<file path="config.mk">
export PLATFORM = sky130hd
export DESIGN_NAME = cpu_ctrl_fsm
export DESIGN_NICKNAME = d
export VERILOG_FILES = /design/src/rtl/cpu_ctrl_fsm.sv
export SDC_FILE = /design/constraint.sdc
export NUM_CORES = 1
export LEC_CHECK = 0
export ABC_CLOCK_PERIOD_IN_PS = 2900
export BUFFER_PORTS_ARGS = -buffer_cell sky130_fd_sc_hd__buf_2
export CAP_MARGIN = 10
export CORE_UTILIZATION = 54
export CTS_CLUSTER_SIZE = 20
export DETAILED_ROUTE_END_ITERATION = 10
export PLACE_DENSITY = 0.8
export SLEW_MARGIN = 40
export SYNTH_ARGS = -nofsm -noshare
export SYNTH_HDL_FRONTEND = slang
export SYNTH_SLANG_ARGS = --single-unit
</file>
<file path="constraint.sdc">
create_clock -name i_clk -period 2.9 [get_ports i_clk]
set_input_delay 0.145 -clock i_clk [delete_from_list [all_inputs] [get_ports i_clk]]
set_output_delay 0.145 -clock i_clk [all_outputs]
set_load 0.01 [all_outputs]
</file>
<file path="src/rtl/cpu_ctrl_fsm.sv">
// Purpose : instruction sequencer (fetch/decode/exec/mem/wb) with a req/ready memory handshake.
// Latency : NOP/JMP 2 cycles, STORE 3, MOV/ADD/LOAD 4, plus one cycle per memory wait state.
// Backpr. : holds FETCH/MEM while i_mem_ready=0; after MEM_TIMEOUT waiting cycles goes to ERROR.
//
// Ports:
//   i_clk, i_reset (sync, active-low), i_start (leave IDLE)
//   i_opcode/i_operand : instruction word, captured on a FETCH handshake
//   i_mem_ready        : memory completes the current request
//   o_mem_req/o_mem_we/o_mem_addr : memory request
//   o_alu_en, o_reg_we : datapath strobes
//   o_pc, o_state, o_instr_count, o_halted, o_illegal, o_timeout : status
module cpu_ctrl_fsm #(
    parameter int OPCODE_W    = 8,
    parameter int ADDR_W      = 8,
    parameter int STATE_W     = 8,
    parameter int MEM_TIMEOUT = 16,
    parameter int CNT_W       = 16
) (
    input  logic                i_clk,
    input  logic                i_reset,
    input  logic                i_start,
    input  logic [OPCODE_W-1:0] i_opcode,
    input  logic [ADDR_W-1:0]   i_operand,
    input  logic                i_mem_ready,
    output logic                o_mem_req,
    output logic                o_mem_we,
    output logic [ADDR_W-1:0]   o_mem_addr,
    output logic                o_alu_en,
    output logic                o_reg_we,
    output logic [ADDR_W-1:0]   o_pc,
    output logic [STATE_W-1:0]  o_state,
    output logic [CNT_W-1:0]    o_instr_count,
    output logic                o_halted,
    output logic                o_illegal,
    output logic                o_timeout
);

    localparam int WAIT_W = $clog2(MEM_TIMEOUT + 1);

    typedef enum logic [2:0] {
        S_IDLE   = 3'd0,
        S_FETCH  = 3'd1,
        S_DECODE = 3'd2,
        S_EXEC   = 3'd3,
        S_MEM    = 3'd4,
        S_WB     = 3'd5,
        S_HALT   = 3'd6,
        S_ERROR  = 3'd7
    } state_t;

    // Full-width compares: with OPCODE_W > 8 anything above 0xFF falls to illegal.
    localparam logic [OPCODE_W-1:0] OP_NOP   = OPCODE_W'(8'h00);
    localparam logic [OPCODE_W-1:0] OP_MOV   = OPCODE_W'(8'h01);
    localparam logic [OPCODE_W-1:0] OP_ADD   = OPCODE_W'(8'h02);
    localparam logic [OPCODE_W-1:0] OP_LOAD  = OPCODE_W'(8'h03);
    localparam logic [OPCODE_W-1:0] OP_STORE = OPCODE_W'(8'h04);
    localparam logic [OPCODE_W-1:0] OP_JMP   = OPCODE_W'(8'h05);
    localparam logic [OPCODE_W-1:0] OP_HALT  = OPCODE_W'(8'hFF);

    state_t              r_state;
    logic [ADDR_W-1:0]   r_pc;
    logic [OPCODE_W-1:0] r_ir_op;
    logic [ADDR_W-1:0]   r_ir_arg;
    logic [WAIT_W-1:0]   r_wait;
    logic [CNT_W-1:0]    r_cnt;
    logic                r_illegal;
    logic                r_timeout;

    logic                r_mem_req;
    logic                r_mem_we;
    logic [ADDR_W-1:0]   r_mem_addr;
    logic                r_alu_en;
    logic                r_reg_we;
    logic                r_halted;
    logic [STATE_W-1:0]  r_state_out;

    state_t              w_state_nxt;
    logic [ADDR_W-1:0]   w_pc_nxt;
    logic [OPCODE_W-1:0] w_op_nxt;
    logic [ADDR_W-1:0]   w_arg_nxt;
    logic [WAIT_W-1:0]   w_wait_nxt;
    logic                w_retire;
    logic                w_illegal_nxt;
    logic                w_timeout_nxt;
    logic                w_wait_last;

    // Counter holds the number of cycles already spent waiting; this is the
    // last cycle on which a late mem_ready may still complete the access.
    assign w_wait_last = (r_wait == WAIT_W'(MEM_TIMEOUT - 1));

    always_comb begin
        w_state_nxt   = r_state;
        w_pc_nxt      = r_pc;
        w_op_nxt      = r_ir_op;
        w_arg_nxt     = r_ir_arg;
        w_wait_nxt    = '0;
        w_retire      = 1'b0;
        w_illegal_nxt = r_illegal;
        w_timeout_nxt = r_timeout;
        case (r_state)
            S_IDLE: begin
                if (i_start) w_state_nxt = S_FETCH;
            end
            S_FETCH: begin
                if (i_mem_ready) begin
                    w_op_nxt    = i_opcode;
                    w_arg_nxt   = i_operand;
                    w_pc_nxt    = r_pc + ADDR_W'(1);
                    w_state_nxt = S_DECODE;
                end else if (w_wait_last) begin
                    w_state_nxt   = S_ERROR;
                    w_timeout_nxt = 1'b1;
                end else begin
                    w_wait_nxt = r_wait + WAIT_W'(1);
                end
            end
            S_DECODE: begin
                if (r_ir_op == OP_NOP) begin
                    w_state_nxt = S_FETCH;
                    w_retire    = 1'b1;
                end else if (r_ir_op == OP_MOV || r_ir_op == OP_ADD) begin
                    w_state_nxt = S_EXEC;
                end else if (r_ir_op == OP_LOAD || r_ir_op == OP_STORE) begin
                    w_state_nxt = S_MEM;
                end else if (r_ir_op == OP_JMP) begin
                    w_pc_nxt    = r_ir_arg;
                    w_state_nxt = S_FETCH;
                    w_retire    = 1'b1;
                end else if (r_ir_op == OP_HALT) begin
                    w_state_nxt = S_HALT;
                    w_retire    = 1'b1;
                end else begin
                    w_state_nxt   = S_ERROR;
                    w_illegal_nxt = 1'b1;
                end
            end
            S_EXEC: w_state_nxt = S_WB;
            S_MEM: begin
                if (i_mem_ready) begin
                    if (r_ir_op == OP_STORE) begin
                        w_state_nxt = S_FETCH;
                        w_retire    = 1'b1;
                    end else begin
                        w_state_nxt = S_WB;
                    end
                end else if (w_wait_last) begin
                    w_state_nxt   = S_ERROR;
                    w_timeout_nxt = 1'b1;
                end else begin
                    w_wait_nxt = r_wait + WAIT_W'(1);
                end
            end
            S_WB: begin
                w_state_nxt = S_FETCH;
                w_retire    = 1'b1;
            end
            default: w_state_nxt = r_state;   // HALT and ERROR hold until reset
        endcase
    end

    // Outputs are registered from the next-state decode so they line up with
    // r_state and never see the inputs combinationally.
    always_ff @(posedge i_clk) begin
        if (!i_reset) begin
            r_state     <= S_IDLE;
            r_pc        <= '0;
            r_ir_op     <= '0;
            r_ir_arg    <= '0;
            r_wait      <= '0;
            r_cnt       <= '0;
            r_illegal   <= 1'b0;
            r_timeout   <= 1'b0;
            r_mem_req   <= 1'b0;
            r_mem_we    <= 1'b0;
            r_mem_addr  <= '0;
            r_alu_en    <= 1'b0;
            r_reg_we    <= 1'b0;
            r_halted    <= 1'b0;
            r_state_out <= '0;
        end else begin
            r_state   <= w_state_nxt;
            r_pc      <= w_pc_nxt;
            r_ir_op   <= w_op_nxt;
            r_ir_arg  <= w_arg_nxt;
            r_wait    <= w_wait_nxt;
            r_illegal <= w_illegal_nxt;
            r_timeout <= w_timeout_nxt;
            if (w_retire && (r_cnt != '1)) begin
                r_cnt <= r_cnt + CNT_W'(1);
            end
            r_mem_req   <= (w_state_nxt == S_FETCH) || (w_state_nxt == S_MEM);
            r_mem_we    <= (w_state_nxt == S_MEM) && (w_op_nxt == OP_STORE);
            r_mem_addr  <= (w_state_nxt == S_MEM) ? w_arg_nxt : w_pc_nxt;
            r_alu_en    <= (w_state_nxt == S_EXEC);
            r_reg_we    <= (w_state_nxt == S_WB);
            r_halted    <= (w_state_nxt == S_HALT);
            r_state_out <= STATE_W'(w_state_nxt);
        end
    end

    assign o_mem_req     = r_mem_req;
    assign o_mem_we      = r_mem_we;
    assign o_mem_addr    = r_mem_addr;
    assign o_alu_en      = r_alu_en;
    assign o_reg_we      = r_reg_we;
    assign o_pc          = r_pc;
    assign o_state       = r_state_out;
    assign o_instr_count = r_cnt;
    assign o_halted      = r_halted;
    assign o_illegal     = r_illegal;
    assign o_timeout     = r_timeout;

endmodule
</file>
==> results of run 1 <==
power by group:
part | switching [W] | internal [W]
Sequential | 0.0000299 | 0.000895
Combinational | 0.000134 | 0.0000901
Clock | 0.000327 | 0.000355
flip-flops by register name, summed over array words and instances (netlist names):
signal and cells:
o_mem_addr 8, o_alu_en 1, r_wait 5, o_reg_we 1, o_timeout 1, o_pc 8
o_mem_req 1, o_halted 1, o_state 3, o_illegal 1, o_instr_count 16, o_mem_we 1
r_ir_op 8, r_ir_arg 8
routing by layer:
metal  share of wire  up-vias
met2            0.47       62
met3           0.052        6
li1                -     1323
met5               0        -
met4           0.011        0
met1            0.47     1239
path summary, 6_finish.rpt:
check | startpoint | to | slack (ps) | cells after the start
setup / recovery | r_wait[0] | o_mem_addr[6] | 310 | 9
hold / removal | i_opcode[6] | r_ir_op[6] | 60 | 3
setup reg to reg | r_wait[0] | o_mem_addr[6] | 310 | 9
hold reg to reg | r_wait[0] | r_wait[0] | 460 | 1
cells by family (layout without fill, tap and decap cells):
logic type,after synthesis,in the layout
simple gates,161,161
fa+ha+maj,4,4
flops,63,63
compound gates,64,64
mux,15,15
other cells,1,5
buf+inv,25,88
xor+xnor,9,9
synth_stat cells (3+ instances only):
| cell | number |
|---|---|
| a211oi_1 | 4 |
| a21oi_1 | 30 |
| a2bb2oi_1 | 7 |
| and2_1 | 4 |
| and3_1 | 7 |
| and4_1 | 4 |
| buf_1 | 3 |
| buf_4 | 5 |
| clkbuf_1 | 8 |
| dfxtp_1 | 63 |
| ha_1 | 4 |
| inv_1 | 4 |
| mux2_4 | 3 |
| mux2i_1 | 11 |
| nand2_1 | 46 |
| nand2b_1 | 13 |
| nand3_1 | 11 |
| nand3_2 | 3 |
| nand3b_1 | 3 |
| nand4_1 | 7 |
| nor2_1 | 35 |
| nor3_1 | 6 |
| nor4_1 | 4 |
| o21ai_0 | 8 |
| or2_2 | 3 |
| xnor2_1 | 7 |
worst max-delay path, delay by kind of cell, from the launching register on:
| kind | cells | cell delay (ps) |
|---|---|---|
| fa+ha+maj | 2 | 430 |
| compound gates | 3 | 530 |
| simple gates | 3 | 840 |
| flops | 1 | 360 |
| mux | 1 | 330 |
layout make-up:
type                    count  area share
inverters                   5     0.00536
clock inverters             3     0.00501
well taps                  70      0.0250
multi-input cells         258       0.459
repair buffers             67       0.100
flip-flops and latches     63       0.360
clock buffers              13      0.0454
stage by stage:
step                       util  instances  instance area (µm²)
after detailed placement  0.638        463                 3320
after global placement    0.638        463                 3320
after CTS                 0.672        479                 3500
final                     0.672        479                 3500
after floorplan               -        346                 3000
after global routing      0.672        479                 3500
==> reports/metrics.yaml, run 1 <==
outcome:
  outcome: "finished clean"
die:
  initial_utilization: 0.573
  die_area_um2: 5820
  die_h_um: 76.3
  die_w_um: 76.3
  rows: 26
  ios: 67
  coreArea_um2: 5200
critical_path:
  required_ps: 3120
  slowest_stage: "and3_1"
  worstPathArrival_ps: 2810
  crit_fanout: 7
  crit_path_end_kind: "register"
  crit_type: "reg2reg"
  crit_chain: "ha_1 -> and3_1 -> ha_1 -> nor3b_1 -> a21oi_1 -> a41o_1 -> o21ai_0 -> and3_1 -> mux2_4"
  crit_path_max_incr_delay_ps: 450
  start_kind: "register"
clock_network:
  cts_buffer_depth: 2
  clock_sinks: 63
  cts_buffers: 9
  cts_tree: "yes"
  cts_setup_buffers: 0
  worstSkewPairLatency_ps: 330
  htreeDepth: 3
  holdBufCountCts: 0
  clk_pin_slew_ps: 70
  cts-resized-gates: 0
  ctsRootBufferMaster: "clkbuf_8"
layout:
  regArea_um2: 1260
  final_common_cell: "dfxtp_1"
  drive_above_1_share: 0.257
  nets: 428
  nFillCells: 459
  multi_input_area_um2: 1610
  area_growth_syn_to_layout_pct: 17.4
  layout_common_cells: "63 x dfxtp_1, 61 x buf_2, 46 x nand2_1, 35 x nor2_1, 30 x a21oi_1"
  n_antenna_cell: 0
route:
  ant_nets: 0
  dr.first_iter.drc_count: 187
  routed_wirelength_um: 6520
  firstDrtPassIters: 4
  route.detailed.wl_per_inst_um: 13.6
  via_count: 2630
  vias_per_cell: 5.49
  drc: 0
yosys:
  yosys.area_share.simple: 0.291
  synthAdderAreaFrac: 0.0168
  muxShareOfSynthArea: 0.0558
  synth-compound-area-share: 0.142
  synth_area_um2: 2980
  ys_async_sr_fraction: 0
  yosysWarningCount: 0
  synthCells: 342
  yosysTopAreaCellShare: 0.423
  ys.flop_type: "dfxtp_1"
  yosys.area.top_type: "dfxtp_1"
  ys_seq_elements: 63
  synth_xor_xnor_area_share: 0.0264
  syn_area_per_cell_um2: 8.72
  synthTopCellsByArea: "dfxtp_1 42%, nand2_1 5.8%, a21oi_1 5.0%"
  synth_edf_count: 0
  synth_top_family_by_area: "simple AND/OR/NAND/NOR gates"
  synth_cell_types: 56
  ys_seq_area_frac: 0.423
global_route:
  grt-ovfl-total: 0
  top_usage_layer: "met2"
  grt_pass1_wl_um: 11100
  track_usage: 0.237
  grt_use_met2: 0.386
  grt_max_degree: 25
  grt_pass1_vias: 2510
  antenna_found_initial: 0
  met3_usage: 0.0563
  use_met1: 0.300
placed_design:
  dp_slack_ps: 366
  hpwl_um: 4710
  place.gp.congestion: 0.831
  io_buffer_count: 61
timing:
  setup_viol: 0
  worstMarginPinSlew_ps: 573
  slew_viol_final: 0
  fin_worst_skew_ps: 10.9
  fmax_mhz: 386
  setup_ws_ps: 310
  rsz0062_at_grt: "no"
  hold_viol_final: 0
  whs_ps: 63.1
  slew_headroom: 0.614
  timing.setup.tns_ps: 0
  finalCritPeriodShare: 0.893
  fin_crit_ps: 2590
power:
  vdd_drop_max_mv: 0.407
  p_per_area_nw_per_um2: 523
  leakage_nw: 1.49
  p_total_w: 0.00183
worst_hold_path:
  min_path_type: "in2reg"
run:
  maxCapViolCount: 0
(Power assumes the default switching activity.)
==> run 2, diff against run 1 <==
--- a/config.mk
+++ b/config.mk
@@ -5,10 +5,11 @@
 export SDC_FILE = /design/constraint.sdc
 export NUM_CORES = 1
 export LEC_CHECK = 0
+export ABC_AREA = 1
 export ABC_CLOCK_PERIOD_IN_PS = 2900
 export BUFFER_PORTS_ARGS = -buffer_cell sky130_fd_sc_hd__buf_2
 export CAP_MARGIN = 10
-export CORE_UTILIZATION = 54
+export CORE_UTILIZATION = 55
 export CTS_CLUSTER_SIZE = 20
 export DETAILED_ROUTE_END_ITERATION = 10
 export PLACE_DENSITY = 0.8
==> run 2 against run 1 <==
Net effect:
- final cell count up 33%
- clock power up 12%
- flip-flop and latch count did not move
- non-clock buffer count shrank 4
- area after synthesis up 15%
- combinational power rose by 140%
- utilization shrank 1.4 points
- final area grew 12%
- maximum frequency grew 22%
- sequential power increased by 4.5%
- critical path depth rose by 4
- critical endpoint is now o_mem_addr[2]
==> reports/metrics.yaml, run 2 <==
layout:
  final_common_cell: "nand2_1"
  area_growth_syn_to_layout_pct: 14.6
  regArea_um2: 1260
  largest_reg_flops: 16
  layout_common_cells: "110 x nand2_1, 83 x nor2_1, 63 x dfxtp_1, 61 x buf_2, 54 x inv_1"
  nets: 583
  final_cell_area_um2: 3920
  nFillCells: 531
  multi_input_area_um2: 1820
  n_antenna_cell: 0
  instances_no_fill: 639
  drive_above_1_share: 0.204
yosys:
  yosys.area.top_type: "dfxtp_1"
  ys_top_cells_by_count: "110 x nand2_1, 83 x nor2_1, 63 x dfxtp_1, 54 x inv_1, 34 x o21ai_0"
  synth-compound-area-share: 0.125
  synth_edf_count: 0
  ys_async_sr_fraction: 0
  syn_area_per_cell_um2: 6.80
  synthTopCellsByArea: "dfxtp_1 37%, nand2_1 12%, nor2_1 9.1%"
  synthCells: 503
  synth_top_family_by_area: "simple AND/OR/NAND/NOR gates"
  yosysTopAreaCellShare: 0.369
  synth_cell_types: 35
  ys_seq_elements: 63
  ys.flop_type: "dfxtp_1"
  synth.most_common_cell: "nand2_1"
  yosysWarningCount: 0
  ys_seq_area_frac: 0.369
  muxShareOfSynthArea: 0
  yosys.area_share.simple: 0.353
  synthAdderAreaFrac: 0.0146
  synth_xor_xnor_area_share: 0.0333
  synth_area_um2: 3420
die:
  rows: 28
  die_area_um2: 6540
  die_w_um: 80.9
  ios: 67
  coreArea_um2: 5960
  initial_utilization: 0.575
  die_h_um: 80.9
timing:
  fin_crit_ps: 2130
  fmax_mhz: 469
  rsz0062_at_grt: "no"
  slew_viol_final: 0
  worstMarginPinSlew_ps: 545
  slew_headroom: 0.636
  hold_viol_final: 0
  setup_viol: 0
  fin_worst_skew_ps: 5.71
  timing.setup.tns_ps: 0
  finalCritPeriodShare: 0.735
  setup_ws_ps: 770
clock_network:
  cts-resized-gates: 0
  holdBufCountCts: 0
  clock_sinks: 63
  ctsRootBufferMaster: "clkbuf_8"
  cts_buffers: 9
  cts_setup_buffers: 0
  worstSkewPairLatency_ps: 340
  cts_buffer_depth: 2
  htreeDepth: 3
  cts_tree: "yes"
  clk_pin_slew_ps: 70
critical_path:
  crit_fanout: 13
  required_ps: 3180
  crit_type: "reg2reg"
  crit_chain: "ha_1 -> nand2_1 -> nor2_1 -> ha_1 -> nor2_1 -> nand2_1 -> a21oi_1 -> nand2_1 -> nand2_2 -> nand3_4 -> nand2_1 -> inv_1 -> nor2_1"
  crit_path_max_incr_delay_ps: 330
  slowest_stage: "dfxtp_1"
  crit_path_frequent_cell: "nand2_1"
  start_kind: "register"
  worstPathArrival_ps: 2410
  crit_path_end_kind: "register"
placed_design:
  hpwl_um: 5660
  dp_slack_ps: 843
  placed_area_um2: 3720
  dp_cells: 623
  place.gp.congestion: 0.857
  io_buffer_count: 61
route:
  vias_per_cell: 5.26
  met3_length_um: 587
  ant_nets: 0
  route.detailed.wl_per_inst_um: 12.6
  maxUsedRoutingLayer: "met4"
  via_count: 3358
  firstDrtPassIters: 6
  dr.first_iter.drc_count: 224
  routed_wirelength_um: 8080
  wl_met2_um: 3600
  drc: 0
  drt-met1-wl_um: 3740
power:
  p_per_area_nw_per_um2: 580
  leakage_nw: 1.80
  p_total_w: 0.00227
  vdd_drop_max_mv: 0.340
global_route:
  track_usage: 0.260
  grt_max_degree: 27
  grt_pass1_wl_um: 13200
  grt_pass1_vias: 2974
  antenna_found_initial: 0
  grt-ovfl-total: 0
worst_hold_path:
  min_path_type: "in2reg"
run:
  maxCapViolCount: 0
outcome:
  outcome: "finished clean"
## run 2: metal layers
metal,vias up,global-route usage
li1,1708,-
met1,1517,0.348
met2,114,0.403
met3,19,0.0753
met4,0,0.0821
met5,-,0
## run 2: path summary, 6_finish.rpt
kind	from	endpoint	slack, ps	depth (start not counted)
setup / recovery	r_wait[0]	o_mem_addr[2]	770	13
hold / removal	i_opcode[3]	r_ir_op[3]	90	3
setup reg to reg	r_wait[0]	o_mem_addr[2]	770	13
hold reg to reg	r_wait[0]	r_wait[0]	460	1
## run 2: area by class of cell
class	count	area share
flip-flops and latches	63	0.322
well taps	75	0.0239
multi-input cells	361	0.464
clock buffers	11	0.0361
repair buffers	63	0.0817
inverters	61	0.0584
clock inverters	5	0.0147
## run 2: through the flow
| stage | util | hold WS [ps] |
|---|---|---|
| 5_1_grt | 0.658 | 86.9 |
| 6_report | 0.658 | 90.5 |
| 3_3_place_gp | 0.625 | 431 |
| 3_5_place_dp | 0.625 | 443 |
| 2_1_floorplan | - | 279 |
| 4_1_cts | 0.658 | 79.2 |
## run 2: worst max-delay path, delay by kind of cell (launching register included)
kind	cells	cell delay, ps
DFF	1	330
buffers and inverters	1	50
adders and majority gates	2	430
AOI/OAI and AO/OA	1	150
and+or+nand+nor	9	1130
## run 2: kinds of logic after synthesis
family,count (synthesis)
compound gates,74
buf+inv,83
xor+xnor,13
flops,63
fa+ha+maj,4
other cells,1
simple gates,265
## run 2: where the power goes
group          internal, W  switching, W  leakage, nW
combinational     0.000160      0.000383         1.20
clock             0.000419      0.000346       0.0916
sequential        0.000923     0.0000442        0.510
